==> src/rtl/shared_divider.sv <==
// Two-client restoring divider: round-robin grant, one quotient bit per clock,
// results and owner held until the next operation replaces them.
module shared_divider #(
    parameter int WIDTH = 16
) (
    input  logic             clk,
    input  logic             rst,
    input  logic             en,
    input  logic             req_a,
    input  logic [WIDTH-1:0] dividend_a,
    input  logic [WIDTH-1:0] divisor_a,
    input  logic             req_b,
    input  logic [WIDTH-1:0] dividend_b,
    input  logic [WIDTH-1:0] divisor_b,
    output logic             select,
    output logic             busy,
    output logic             ready,
    output logic [WIDTH-1:0] dividerres,
    output logic [WIDTH-1:0] remainder,
    output logic             div_zero
);

    localparam int CW = (WIDTH > 1) ? $clog2(WIDTH) : 1;

    typedef enum logic {IDLE, CALC} state_t;

    state_t           state_q, state_d;
    logic             busy_q, busy_d;
    logic             ready_q, ready_d;
    logic             sel_q, sel_d;
    logic             last_b_q, last_b_d;
    logic             dz_q, dz_d;
    logic [CW-1:0]    cnt_q, cnt_d;
    logic [WIDTH-1:0] dvd_q, dvd_d;
    logic [WIDTH-1:0] dvs_q, dvs_d;
    logic [WIDTH-1:0] rem_q, rem_d;
    logic [WIDTH-1:0] quo_q, quo_d;
    logic [WIDTH-1:0] res_rem_q, res_rem_d;

    logic             grant, grant_b, fits;
    logic [WIDTH:0]   trial;
    logic [WIDTH-1:0] diff, rem_next, quo_next;

    always_comb begin
        grant_b  = req_b & (~req_a | ~last_b_q);
        grant    = en & (req_a | req_b);
        trial    = {rem_q, dvd_q[WIDTH-1]};
        fits     = (trial >= {1'b0, dvs_q});
        // Only used when fits: the true difference is below the divisor, so mod-2^WIDTH is exact.
        diff     = trial[WIDTH-1:0] - dvs_q;
        rem_next = fits ? diff : trial[WIDTH-1:0];
        quo_next = {dvd_q[WIDTH-2:0], fits};
    end

    always_comb begin
        state_d   = state_q;
        busy_d    = busy_q;
        ready_d   = 1'b0;
        sel_d     = sel_q;
        last_b_d  = last_b_q;
        dz_d      = dz_q;
        cnt_d     = cnt_q;
        dvd_d     = dvd_q;
        dvs_d     = dvs_q;
        rem_d     = rem_q;
        quo_d     = quo_q;
        res_rem_d = res_rem_q;
        case (state_q)
            IDLE: begin
                if (grant) begin
                    sel_d    = grant_b;
                    last_b_d = grant_b;
                    dvd_d    = grant_b ? dividend_b : dividend_a;
                    dvs_d    = grant_b ? divisor_b : divisor_a;
                    rem_d    = '0;
                    cnt_d    = '0;
                    busy_d   = 1'b1;
                    state_d  = CALC;
                end
            end
            CALC: begin
                rem_d = rem_next;
                dvd_d = quo_next;
                cnt_d = cnt_q + 1'b1;
                if (cnt_q == CW'(WIDTH - 1)) begin
                    quo_d     = quo_next;
                    res_rem_d = rem_next;
                    dz_d      = (dvs_q == '0);
                    busy_d    = 1'b0;
                    ready_d   = 1'b1;
                    state_d   = IDLE;
                end
            end
            default: state_d = IDLE;
        endcase
    end

    always_ff @(posedge clk or posedge rst) begin
        if (rst) begin
            state_q   <= IDLE;
            busy_q    <= 1'b0;
            ready_q   <= 1'b0;
            sel_q     <= 1'b0;
            last_b_q  <= 1'b1;
            dz_q      <= 1'b0;
            cnt_q     <= '0;
            dvd_q     <= '0;
            dvs_q     <= '0;
            rem_q     <= '0;
            quo_q     <= '0;
            res_rem_q <= '0;
        end else begin
            state_q   <= state_d;
            busy_q    <= busy_d;
            ready_q   <= ready_d;
            sel_q     <= sel_d;
            last_b_q  <= last_b_d;
            dz_q      <= dz_d;
            cnt_q     <= cnt_d;
            dvd_q     <= dvd_d;
            dvs_q     <= dvs_d;
            rem_q     <= rem_d;
            quo_q     <= quo_d;
            res_rem_q <= res_rem_d;
        end
    end

    assign select     = sel_q;
    assign busy       = busy_q;
    assign ready      = ready_q;
    assign dividerres = quo_q;
    assign remainder  = res_rem_q;
    assign div_zero   = dz_q;

endmodule

==> config.mk <==
export PLATFORM = sky130hd
export DESIGN_NAME = shared_divider
export DESIGN_NICKNAME = d
export VERILOG_FILES = /design/src/rtl/shared_divider.sv
export SDC_FILE = /design/constraint.sdc
export NUM_CORES = 1
export LEC_CHECK = 0
export CORE_AREA = 2 2 105 107
export CTS_CLUSTER_DIAMETER = 50
export DETAILED_ROUTE_END_ITERATION = 8
export DIE_AREA = 0 0 107 109
export PLACE_DENSITY = 0.85
export SLEW_MARGIN = 10
export SYNTH_ARGS = -nofsm -noshare
export SYNTH_HDL_FRONTEND = slang
export SYNTH_SLANG_ARGS = --single-unit
==> constraint.sdc <==
create_clock -name clk -period 2.5 [get_ports clk]
set_input_delay 0.25 -clock clk [delete_from_list [all_inputs] [get_ports clk]]
set_output_delay 0.25 -clock clk [all_outputs]
set_load 0.05 [all_outputs]
==> impl_results.md <==
* Post-route minimum period at 2.453 ns
* Final setup violation count at 0
* Layout Nets at 697
* Crit end category: register
* # H-tree levels at 3
* Final worst setup slack at 0.04691 ns
* CTS tree: done
* Setup slack on the worst flop-to-flop path at 0.05 ns
* Worst slew margin relative to its limit at 64.06%
* Number of distinct library cells after synthesis at 52
* WP data required at 2.75 ns
* # IOs at 105
* Starting Density at 44.97%
* Largest net degree at the start of global routing at 91
* Die W at 107 um
* Initial antenna violation count at 0
* Top post-synthesis cells by area: dfrtp_1 (47%), mux2i_1 (9.9%), nand2_1 (8.6%)
* WL/cell at 15.35 um
* Top-count cell post-synth: nand2_1
* Synth cell count leaders: nand2_1 (109), dfrtp_1 (89), o21ai_0 (69)
* Worst r2r src: dvd_q[15]
* Clock Path Buffers at 2
* DR vias at 4,118
* Achievable Freq at 407.6 MHz
* Core area at 10,600 um^2
* Main synth FF type: dfrtp_1
* Power per cell area at 1628 nW/um^2
* Cell Rows at 38
* GRT Util Overall at 20.86%
* Leakage at 2.857 nW
* Total length of routed wires at 11,590 um
* RSZ-0062 raised after global routing: true
* Top-area cell type share of the netlist area at 46.71%
* Fin crit share at 98.12%
* MaxCap Viol Count at 0
* Mapped Cells at 499
* FF+latch count, synth at 90
* ANT cells at 0
* Dpl ws at -0.06054 ns
* GRT overflow at 0
* Detailed Route Iter0 Violations at 226
* Post-DP HPWL at 8560 um
* Crit-path cells: inv_2, ha_4, inv_2, fa_2, a211o_1, nand4bb_1, or4b_4, a21oi_2, xnor2_1, mux2i_1, o21ai_1
* Delay of the slowest cell on the worst path at 0.46 ns
* Async S/R FF share, synth at 100.0%
* Layout Cells excl Fill at 755
* DRC at 0
* DRT Pass-1 Iters at 5
* Hold WC Path Type: in2async
* Vias per std cell at 5.454
* Worst Max-Slew Pin Slew at 0.5374 ns
* Final ANT Viol Nets at 0
* Pins Over Slew Limit at 0
* Dpl cells at 735
* First-pass GRT wire length at 19,020 um
* IO Port Bufs at 104
* Area grow syn2layout at 32.67%
* CP max FO at 2
* Placer Congestion at 0.9010
* Setup CP Type: reg2reg
* Clock Skews at 0.01120 ns
* Crit-path slowest cell: or4b_4
* CP most frequent cell: inv_2
* Share of cells above drive strength 1 at 10.89%
* Die H at 109 um
* Worst-Skew Late Latency at 0.37 ns
* Seq/Total Area, Yosys at 47.26%
* Vias in the first global route at 4,037
* Syn Std Cell Area at 4768 um^2
* VDD IR max at 685.6 uV
* Status: complete, no violations
* Post-synth top area cell: dfrtp_1
* Yosys warns at 0
* Synthesized Nets at 586
* Worst reg2reg path depth at 11
* CP arrival at 2.70 ns
* Reg2reg end: remainder[12]
* Final hold violations at 0
* Worst setup SP type: register
* Total clock buffers created by CTS at 9
* Die Footprint at 11,660 um^2
* Mean area per synthesized cell at 9.556 um^2
* Root Driver: clkbuf_8
* Hold_ws at 0.3590 ns
* Clock transition at path regs at 0.09 ns
* CTS sink count at 90
* Post-synth EDFFs at 0
==> stage by stage <==
step                      setup TNS, ns  power [mW]  utilization (%)  instance area, um^2
after floorplan                       0       7.154                -                 4772
after global placement        -0.001021       8.677            56.76                 6018
after detailed placement        -0.1182       8.916            56.76                 6018
after CTS                             0       9.952            58.72                 6226
after global routing            -0.4709       11.05            59.66                 6326
final                                 0       10.30            59.66                 6326
==> worst max-delay path by stage <==
stage               startpoint             to  slack, ns
floorplan            dvd_q[15]      rem_q[12]       0.08
CTS                   dvs_q[6]   remainder[2]      0.009
global placement     dvd_q[15]  remainder[12]     -0.001
finish               dvd_q[15]  remainder[12]       0.05
detailed placement   dvd_q[15]      rem_q[12]      -0.06
global route         dvd_q[15]  remainder[14]      -0.08
==> logic make-up after synthesis <==
family / after synthesis / synth area share [%]
simple gates: 146 / 13.12
compound gates: 132 / 16.51
flops: 90 / 47.26
buf+inv: 50 / 5.195
mux: 50 / 10.65
fa+ha+maj: 18 / 4.881
xor+xnor: 13 / 2.388
==> power by group <==
group	internal (mW)	switching, mW
combinational	2.77	3.79
sequential	2.22	0.554
clock	0.428	0.538
total	5.41	4.89
==> registers in the layout (all words and copies together) (netlist names) <==
signal	cells
busy	1
cnt_q	4
div_zero	1
dividerres	16
dvd_q	16
dvs_q	16
last_b_q	1
ready	1
rem_q	16
remainder	16
select	1
state_q	1
==> metal layers <==
metal | global-route usage (%) | wire [um]
met5 | 0 | 0
met4 | 8.163 | 227
met3 | 3.467 | 572
met2 | 34.49 | 5783
met1 | 27.61 | 5009
==> timing repair <==
| action | in CTS | in global routing |
|---|---|---|
| pin swaps | 3 | 6 |
| resized for setup | 2 | 24 |
| hold buffers | 0 | 0 |
| buffers inserted | 1 | 3 |
| setup endpoints to repair | 5 | 34 |
==> worst max-delay path, delay by kind of cell (launching register included) <==
| family | cells | cell delay, ns |
|---|---|---|
| AOI/OAI and AO/OA | 3 | 0.51 |
| muxes | 1 | 0.19 |
| buffers and inverters | 2 | 0.12 |
| DFF | 1 | 0.41 |
| adders and majority gates | 2 | 0.47 |
| and+or+nand+nor | 2 | 0.55 |
| xor gates and xnor gates | 1 | 0.07 |
==> layout by cell type, fill, tap and decap left out, drive strengths merged, types with 11 or more instances in the layout <==
| cell type | Yosys | layout |
|---|---|---|
| buf | 10 | 23 |
| a21oi | 18 | 18 |
| nand2 | 109 | 109 |
| clkbuf | 16 | 11 |
| mux2i | 47 | 47 |
| clkdlybuf4s50 | 0 | 104 |
| inv | 23 | 25 |
| o21ai | 75 | 75 |
| dfrtp | 89 | 89 |
| ha | 17 | 17 |
| a22oi | 15 | 15 |
==> cell type report <==
class | instances | area, um^2
well taps | 140 | 175.2
clock buffers | 11 | 151.4
multi-input cells | 359 | 2359
repair buffers | 127 | 1255
flip-flops and latches | 90 | 2253
fillers | 873 | 4277
clock inverters | 5 | 42.54
inverters | 23 | 90.09
(Power assumes the default switching activity.)
==> RTL edit (same settings) <==
Put one more register stage on the output `dividerres`, without a reset. The value now appears one clock later. The other outputs are not delayed to match.
--- a/src/rtl/shared_divider.sv
+++ b/src/rtl/shared_divider.sv
@@ -129,5 +129,7 @@
     assign busy       = busy_q;
     assign ready      = ready_q;
-    assign dividerres = quo_q;
+    always_ff @(posedge clk) begin
+        dividerres <= quo_q;
+    end
     assign remainder  = res_rem_q;
     assign div_zero   = dz_q;
Check against the original RTL: no difference found for any inputs over 10 cycles, from zero or initial values and one cycle with rst high; that may be too few to reach the edited logic, so the function may still have changed.
==> RTL edit against the unedited design <==
  * Power up 18%
  * Routed wire length up 30%
  * Design area up 15%
  * Critical path type unchanged
  * Setup slack worse by 46 ps
  * Maximum frequency down 1.8%
  * Synthesized area up 12%
  * Sequential cell count up 16
  * Largest cell class unchanged
  * Non-clock buffer count up 39
  * Critical path depth down 1
==> RTL edit: results (changes against the unedited design) <==
- Placed Area: 6800 µm² (+13%)
- Clk root buf: clkbuf_8
- Highest cell delay on the worst timing path: 440 ps (-20 ps)
- Synth area leaders: dfrtp_1 42%, nand2_1 8.2%, mux2i_1 6.4%, dfxtp_1 6.0%, ha_1 4.0%
- Critical path peak fanout: 6 (+4)
- Register area share after synthesis: 0.484 (+0.0112)
- Global-route wire length before repair: 23,700 µm (+24%)
- Worst EP arrival: 2810 ps (+110 ps)
- Number of global-route vias before repair: 4,661 (+15%)
- Via/cell ratio: 5.85 (+7.2%)
- Max H-tree Level: 3 (unchanged)
- Fill cells: 830 (-4.9%)
- VDD IR max: 729 µV (+6.3%)
- LEAKAGE: 3.18 nW (+11%)
- Power Dens Cells: 1670 nW/µm² (+2.9%)
- WL/cell: 17.7 µm (+15%)
- Synth Area per Inst: 9.37 µm² (-2.0%)
- Psw: 5.88 mW (+20%)
- M1 GR Usage: 0.373 (+0.0971)
- Synth Area in Compound Gates: 0.196 (+0.0306)
- Comb pwr share: 0.644 (+0.007)
- Gpl congestion: 0.852 (-5.5%)
- GRT Overall Usage: 0.259 (+0.0501)
- Status: completed
- Met2 usage: 0.415 (+0.0705)
- Top post-synthesis cells by count: 116 x nand2_1, 89 x dfrtp_1, 34 x mux2i_1, 27 x o21ai_0
- FF-to-FF End: rem_q[14]
- Placed wire-length estimate: 11,000 µm (+28%)
- Layout Cells excl Fill: 854 (+13%)
- Crit path time final: 2500 ps (+45.5 ps)
- Post-synth ARST share: 0.849 (-0.151)
- Post-CTS sizing: 5 (+3)
- Synth Area in Adders: 0.0437 (-0.00506)
- Slew Limit Headroom: 0.650 (+0.00904)
- Share of Yosys cell area claimed by the top area cell type: 0.419 (-0.0484)
- CTS clk-pin slew, worst paths: 120 ps (+30 ps)
- GRT met3 Usage: 0.0317 (-0.00299)
- Final hold slack: 333 ps (-26.4 ps)
- Layout cell share with drive strength beyond 1: 0.155 (+0.0465)
- Top Family by Delay on Critical Path: compound AO/OA/AOI/OAI gates
- Nets: 796 (+14%)
- Placed cell count: 824 (+12%)
- Post-synthesis mux area share: 0.0640 (-0.0426)
- Met3 WL post-DR: 954 µm (+67%)
- Worst r2r src: dvd_q[15]
- WL met1: 6850 µm (+37%)
- Synth unique cells: 54 (+3.8%)
- Initial drt markers: 288 (+27%)
- Net Count, Synth: 655 (+12%)
- Critical-path top delay cell: a221o_2
- Post-Place Setup Slack: -49.3 ps (+11.2 ps)
- Port bufs: 104 (unchanged)
## RTL edit: cell types whose count changed after synthesis, moves of 7 or more
cell      change
o21ai_0      -42
o21ai_1      +19
dfxtp_1      +16
o31ai_1      +15
mux2i_1      -13
nand4_1      +10
buf_2         +9
nor2_1        +9
a21oi_1       +7
clkbuf_1      +7
nand2_1       +7
## RTL edit: cell type report
class                   count  area share
multi-input cells         404       0.366
flip-flops and latches    106       0.355
repair buffers            166       0.213
well taps                 140      0.0242
clock buffers               9      0.0171
clock inverters             7      0.0119
inverters                  22      0.0119
## RTL edit: worst max path at each step
stage,endpoint,from
final,rem_q[14],dvd_q[15]
after floorplan,rem_q[14],dvd_q[15]
after global routing,rem_q[14],dvd_q[15]
after detailed placement,rem_q[14],dvd_q[15]
after global placement,rem_q[14],dvd_q[15]
after CTS,rem_q[6],dvs_q[14]
